File: config.mk
export PLATFORM = sky130hd
export DESIGN_NAME = decoder_pulse
export DESIGN_NICKNAME = d
export VERILOG_FILES = /design/src/rtl/decoder_pulse.sv
export SDC_FILE = /design/constraint.sdc
export NUM_CORES = 1
export LEC_CHECK = 0
export CORE_UTILIZATION = 32
export DETAILED_ROUTE_END_ITERATION = 10
export GPL_ROUTABILITY_DRIVEN = 0
export PLACE_DENSITY_LB_ADDON = 0.2
export SETUP_SLACK_MARGIN = 0.1
export SYNTH_ARGS = -nofsm -noshare
export SYNTH_HDL_FRONTEND = slang
export SYNTH_SLANG_ARGS = --single-unit
File: constraint.sdc
create_clock -name clk -period 5.9 [get_ports clk]
set_input_delay 1.18 -clock clk [delete_from_list [all_inputs] [get_ports clk]]
set_output_delay 1.18 -clock clk [all_outputs]
set_load 0.005 [all_outputs]
File: src/rtl/decoder_pulse.sv
// rtl/decoder_pulse.sv - FIFO-buffered 2-to-4 one-hot decoder emitting timed pulses
module decoder_pulse #(
  parameter int PULSE_LEN = 3,
  parameter int GAP_LEN   = 1,
  parameter int DEPTH     = 4
) (
  input  logic       clk,
  input  logic       rst,
  input  logic       in_valid,
  input  logic [1:0] in_code,
  output logic       in_ready,
  output logic [3:0] out,
  output logic       out_valid,
  output logic       busy,
  output logic [2:0] count
);

  localparam int         PW       = $clog2(DEPTH);
  localparam logic [3:0] LP_PULSE = 4'(PULSE_LEN - 1);
  localparam logic [3:0] LP_GAP   = 4'(GAP_LEN - 1);
  localparam logic [2:0] LP_DEPTH = 3'(DEPTH);

  typedef enum logic [1:0] {ST_IDLE, ST_DRIVE, ST_GAP} state_t;

  state_t          r_state;
  state_t          w_state_nxt;
  logic [3:0]      r_cnt;
  logic [3:0]      w_cnt_nxt;
  logic [3:0]      r_out;
  logic [3:0]      w_out_nxt;
  logic            r_valid;
  logic            w_valid_nxt;

  logic [1:0]      r_mem [DEPTH];
  logic [PW-1:0]   r_wptr;
  logic [PW-1:0]   r_rptr;
  logic [2:0]      r_count;
  logic            w_push;
  logic            w_pop;
  logic [1:0]      w_head;
  logic [3:0]      w_head_onehot;

  assign in_ready      = (r_count < LP_DEPTH) && !rst;
  assign w_push        = in_valid && in_ready;
  assign w_head        = r_mem[r_rptr];
  assign w_head_onehot = 4'd1 << w_head;

  assign out       = r_out;
  assign out_valid = r_valid;
  assign count     = r_count;
  assign busy      = (r_state != ST_IDLE) || (r_count != 3'd0);

  // Next-state logic: pops the FIFO head when a new pulse is launched
  always_comb begin
    w_state_nxt = r_state;
    w_cnt_nxt   = r_cnt;
    w_out_nxt   = r_out;
    w_valid_nxt = r_valid;
    w_pop       = 1'b0;
    case (r_state)
      ST_IDLE: begin
        w_out_nxt   = 4'd0;
        w_valid_nxt = 1'b0;
        if (r_count != 3'd0) begin
          w_pop       = 1'b1;
          w_out_nxt   = w_head_onehot;
          w_valid_nxt = 1'b1;
          w_cnt_nxt   = LP_PULSE;
          w_state_nxt = ST_DRIVE;
        end
      end
      ST_DRIVE: begin
        if (r_cnt != 4'd0) begin
          w_cnt_nxt = r_cnt - 4'd1;
        end else if (GAP_LEN > 0) begin
          w_out_nxt   = 4'd0;
          w_valid_nxt = 1'b0;
          w_cnt_nxt   = LP_GAP;
          w_state_nxt = ST_GAP;
        end else if (r_count != 3'd0) begin
          // No gap configured: chain straight into the next pulse
          w_pop       = 1'b1;
          w_out_nxt   = w_head_onehot;
          w_valid_nxt = 1'b1;
          w_cnt_nxt   = LP_PULSE;
        end else begin
          w_out_nxt   = 4'd0;
          w_valid_nxt = 1'b0;
          w_state_nxt = ST_IDLE;
        end
      end
      ST_GAP: begin
        w_out_nxt   = 4'd0;
        w_valid_nxt = 1'b0;
        if (r_cnt != 4'd0) begin
          w_cnt_nxt = r_cnt - 4'd1;
        end else begin
          w_state_nxt = ST_IDLE;
        end
      end
      default: begin
        w_out_nxt   = 4'd0;
        w_valid_nxt = 1'b0;
        w_cnt_nxt   = 4'd0;
        w_state_nxt = ST_IDLE;
      end
    endcase
  end

  // FSM and output registers; reset aborts any pulse or gap in progress
  always_ff @(posedge clk) begin
    if (rst) begin
      r_state <= ST_IDLE;
      r_cnt   <= 4'd0;
      r_out   <= 4'd0;
      r_valid <= 1'b0;
    end else begin
      r_state <= w_state_nxt;
      r_cnt   <= w_cnt_nxt;
      r_out   <= w_out_nxt;
      r_valid <= w_valid_nxt;
    end
  end

  // FIFO storage; writes are already blocked during reset through in_ready
  always_ff @(posedge clk) begin
    if (w_push) begin
      r_mem[r_wptr] <= in_code;
    end
  end

  // FIFO pointers and occupancy; reset discards queued codes
  always_ff @(posedge clk) begin
    if (rst) begin
      r_wptr  <= '0;
      r_rptr  <= '0;
      r_count <= 3'd0;
    end else begin
      if (w_push) begin
        r_wptr <= r_wptr + PW'(1);
      end
      if (w_pop) begin
        r_rptr <= r_rptr + PW'(1);
      end
      if (w_push && !w_pop) begin
        r_count <= r_count + 3'd1;
      end else if (w_pop && !w_push) begin
        r_count <= r_count - 3'd1;
      end
    end
  end

endmodule

==> results by group <==
Outcome
  • Outcome: finished clean

STA
  • Clk_skew: roughly 0.0034 ns
  • Final min period: 3.77 ns
  • Max Clk Rate: roughly 0.26 GHz
  • RSZ-0062 raised after global routing: false
  • Hold Vio Cnt, Final: 0
  • Max-slew violation count: 0
  • Max-slew headroom: 0.671
  • Setup tns final: 0 ns
  • Worst Tran Pin Value: ~0.49 ns
  • Crit share post-route: 0.640
  • Final setup fails: 0

Power
  • Total power density per cell area: 471 nW/um2
  • Leak: 0.596 nW
  • Worst VDD drop: 180 uV
  • Tot Pwr: 0.713 mW

Logic synthesis
  • Synth unique cells: 35
  • Ranking of synthesized cells by area: dfxtp_1 32%, edfxtp_1 19%, ha_1 7.0%
  • Syn_nets: between 100 and 150
  • Post-Syn Area: around 1200 um2
  • Yosys warning count: 0
  • Synth top area share: 0.321
  • Avg Cell Area, Syn: 10.8 um2
  • Synth Register Bits: 28
  • Asr flop ratio synth: 0
  • Synth Flop Type: dfxtp_1
  • Sequential area share after synthesis: 0.514
  • Mapped Cells: 116
  • Number of synthesized flops with an enable pin: 8
  • Largest area contributor in the netlist: dfxtp_1

Clock tree
  • H-tree Lvls: 1
  • Cts repair resizes: 0
  • Clk pin slew, worst setup/hold paths: ~0.090 ns
  • # clock sinks: 28
  • CTS buffer count: 3
  • Post-CTS setup buffer count: 0
  • Maximum root-to-sink buffer count: 2
  • Clock root buffer master: clkbuf_8
  • Hold_buf cts: 0
  • TritonCTS clock tree: done
  • Worst-Skew Late Latency: roughly 0.26 ns

Global route
  • Vias in the first global route: 826
  • GR Util met3: 0.0211
  • First-pass GRT wire length: approximately 3500 um
  • Met1 Usage GRT: 0.144
  • Total track usage: 0.109
  • Antenna violations before repair: 0
  • Met2 Usage GRT: 0.176
  • Most Used Layer, Global Route: met2
  • Remaining global-route overflow: 0
  • Largest net degree at the start of global routing: 23

Critical path
  • R2R Setup Slk: approximately 3.6 ns
  • Crit path from: rst
  • Startpoint Class: input port
  • Worst R2R Path Depth: 8
  • Worst Setup EP: in_ready
  • Worst r2r dst: count[2]
  • Critical Path AT: about 2.6 ns
  • Required @ worst endpoint: roughly 4.7 ns
  • Critical path fanouts, max: 22
  • Crit path kind: input port to output port
  • Reg2reg start: count[0]
  • Crit. End Element: output port

Cells and area
  • Final #Nets: between 100 and 150
  • P&R area growth vs syn: 21.5%
  • Commonest non-fill, non-tap cell in the layout: dfxtp_1
  • Antenna Cells: 0
  • Commonest cells after routing, fill and taps aside: 20 x dfxtp_1, 14 x clkdlybuf4s50_1, 10 x nor2_1
  • Share of cells above drive strength 1: 0.0606

Route
  • Drt total wl: 2050 um
  • Via count: 855
  • Remaining DRCs: 0
  • Vias/cell: roughly 4.8
  • Initial drt markers: 13
  • Drt wl/cell: around 11 um
  • Antenna-violating nets left: 0
  • TritonRoute pass-1 iters: 4

Floorplanning
  • Die footprint: ~4200 um2
  • Die width: about 64 um
  • Starting Density: 0.338
  • Die Span Y: between 60 and 70 um
  • # IOs: 15
  • Core footprint: 3690 um2
  • Std-Cell Rows: 22

Min path
  • Hold WC Path Type: register to register

Run
  • Max_cap viols: 0

Placement
  • Dpl hpwl: 1580 um
  • Buffers on Ports: 14
## cell families (layout without fill, tap and decap cells)
group / Yosys count / after routing / share of synthesized area
flip-flops: 28 / 28 / 0.514
buffers and inverters: 9 / 25 / 0.0271
multiplexers: 3 / 3 / 0.0441
adder cells (fa/ha/maj): 8 / 8 / 0.0863
XOR/XNOR: 6 / 6 / 0.0421
AO/OA/AOI/OAI: 22 / 22 / 0.116
AND/OR/NAND/NOR: 40 / 40 / 0.171
## where the power goes
| group | leakage, nW | internal [mW] | switching (mW) | total [mW] |
|---|---|---|---|---|
| clock | 0.0357 | 0.0907 | 0.0557 | 0.146 |
| sequential | 0.237 | 0.243 | 0.0390 | 0.282 |
| combinational | 0.324 | 0.141 | 0.144 | 0.285 |
## worst max-delay path, cell delays in order
cell and delay [ns]:
clkdlybuf4s50_1 0.39, buf_4 0.20, nor2_1 0.25, clkdlybuf4s50_1 0.56
## layer usage
layer / routed length, um / vias to the layer above
met2: 929 / 14
met1: 1020 / 396
met3: 80 / 2
li1: - / 443
met4: 23 / 0
met5: 0 / -
## worst min path at each step
stage,startpoint,endpoint,depth (start not counted)
6_report,out[0],out[0],1
3_5_place_dp,out[0],out[0],1
3_3_place_gp,out[0],out[0],1
5_1_grt,out[0],out[0],1
2_1_floorplan,out[0],out[0],1
4_1_cts,out[0],out[0],1
## synth_stat cells (all sizes together) (2+ instances only)
| master | n |
|---|---|
| edfxtp | 8 |
| o21ai | 3 |
| inv | 6 |
| nand2b | 3 |
| or3 | 2 |
| clkbuf | 2 |
| a21o | 3 |
| nor2 | 10 |
| xor2 | 5 |
| nand2 | 6 |
| dfxtp | 20 |
| a22o | 2 |
| nand3 | 3 |
| and3 | 4 |
| mux4 | 2 |
| nor2b | 3 |
| nor3 | 3 |
| a21oi | 9 |
| ha | 7 |
## flip-flops by register name (all words and copies together) (netlist names), named ones only
name	flops
out_valid	1
count	3
r_wptr	2
r_cnt	4
r_rptr	2
r_mem	8
out	4
r_state	2
## metrics by stage
step / instance area [um2] / std cells / setup slack (ns) / utilization / hold slack, ns
6_report: 1520 / 180 / 2.13 / 0.411 / 0.467
4_1_cts: 1520 / 180 / 2.10 / 0.411 / 0.468
2_1_floorplan: 1250 / 116 / 2.95 / - / 0.451
3_3_place_gp: 1440 / 176 / 2.16 / 0.391 / 0.440
3_5_place_dp: 1440 / 176 / 2.12 / 0.391 / 0.444
5_1_grt: 1520 / 180 / 1.98 / 0.411 / 0.492
## layout make-up
type	instances	area, um2
clock inverters	1	30.0
fillers	379	2170
inverters	6	22.5
well taps	48	60.1
multi-input cells	79	573
clock buffers	3	41.3
repair buffers	15	148
flip-flops and latches	28	641
No activity file was read; power rests on OpenSTA's default activity.
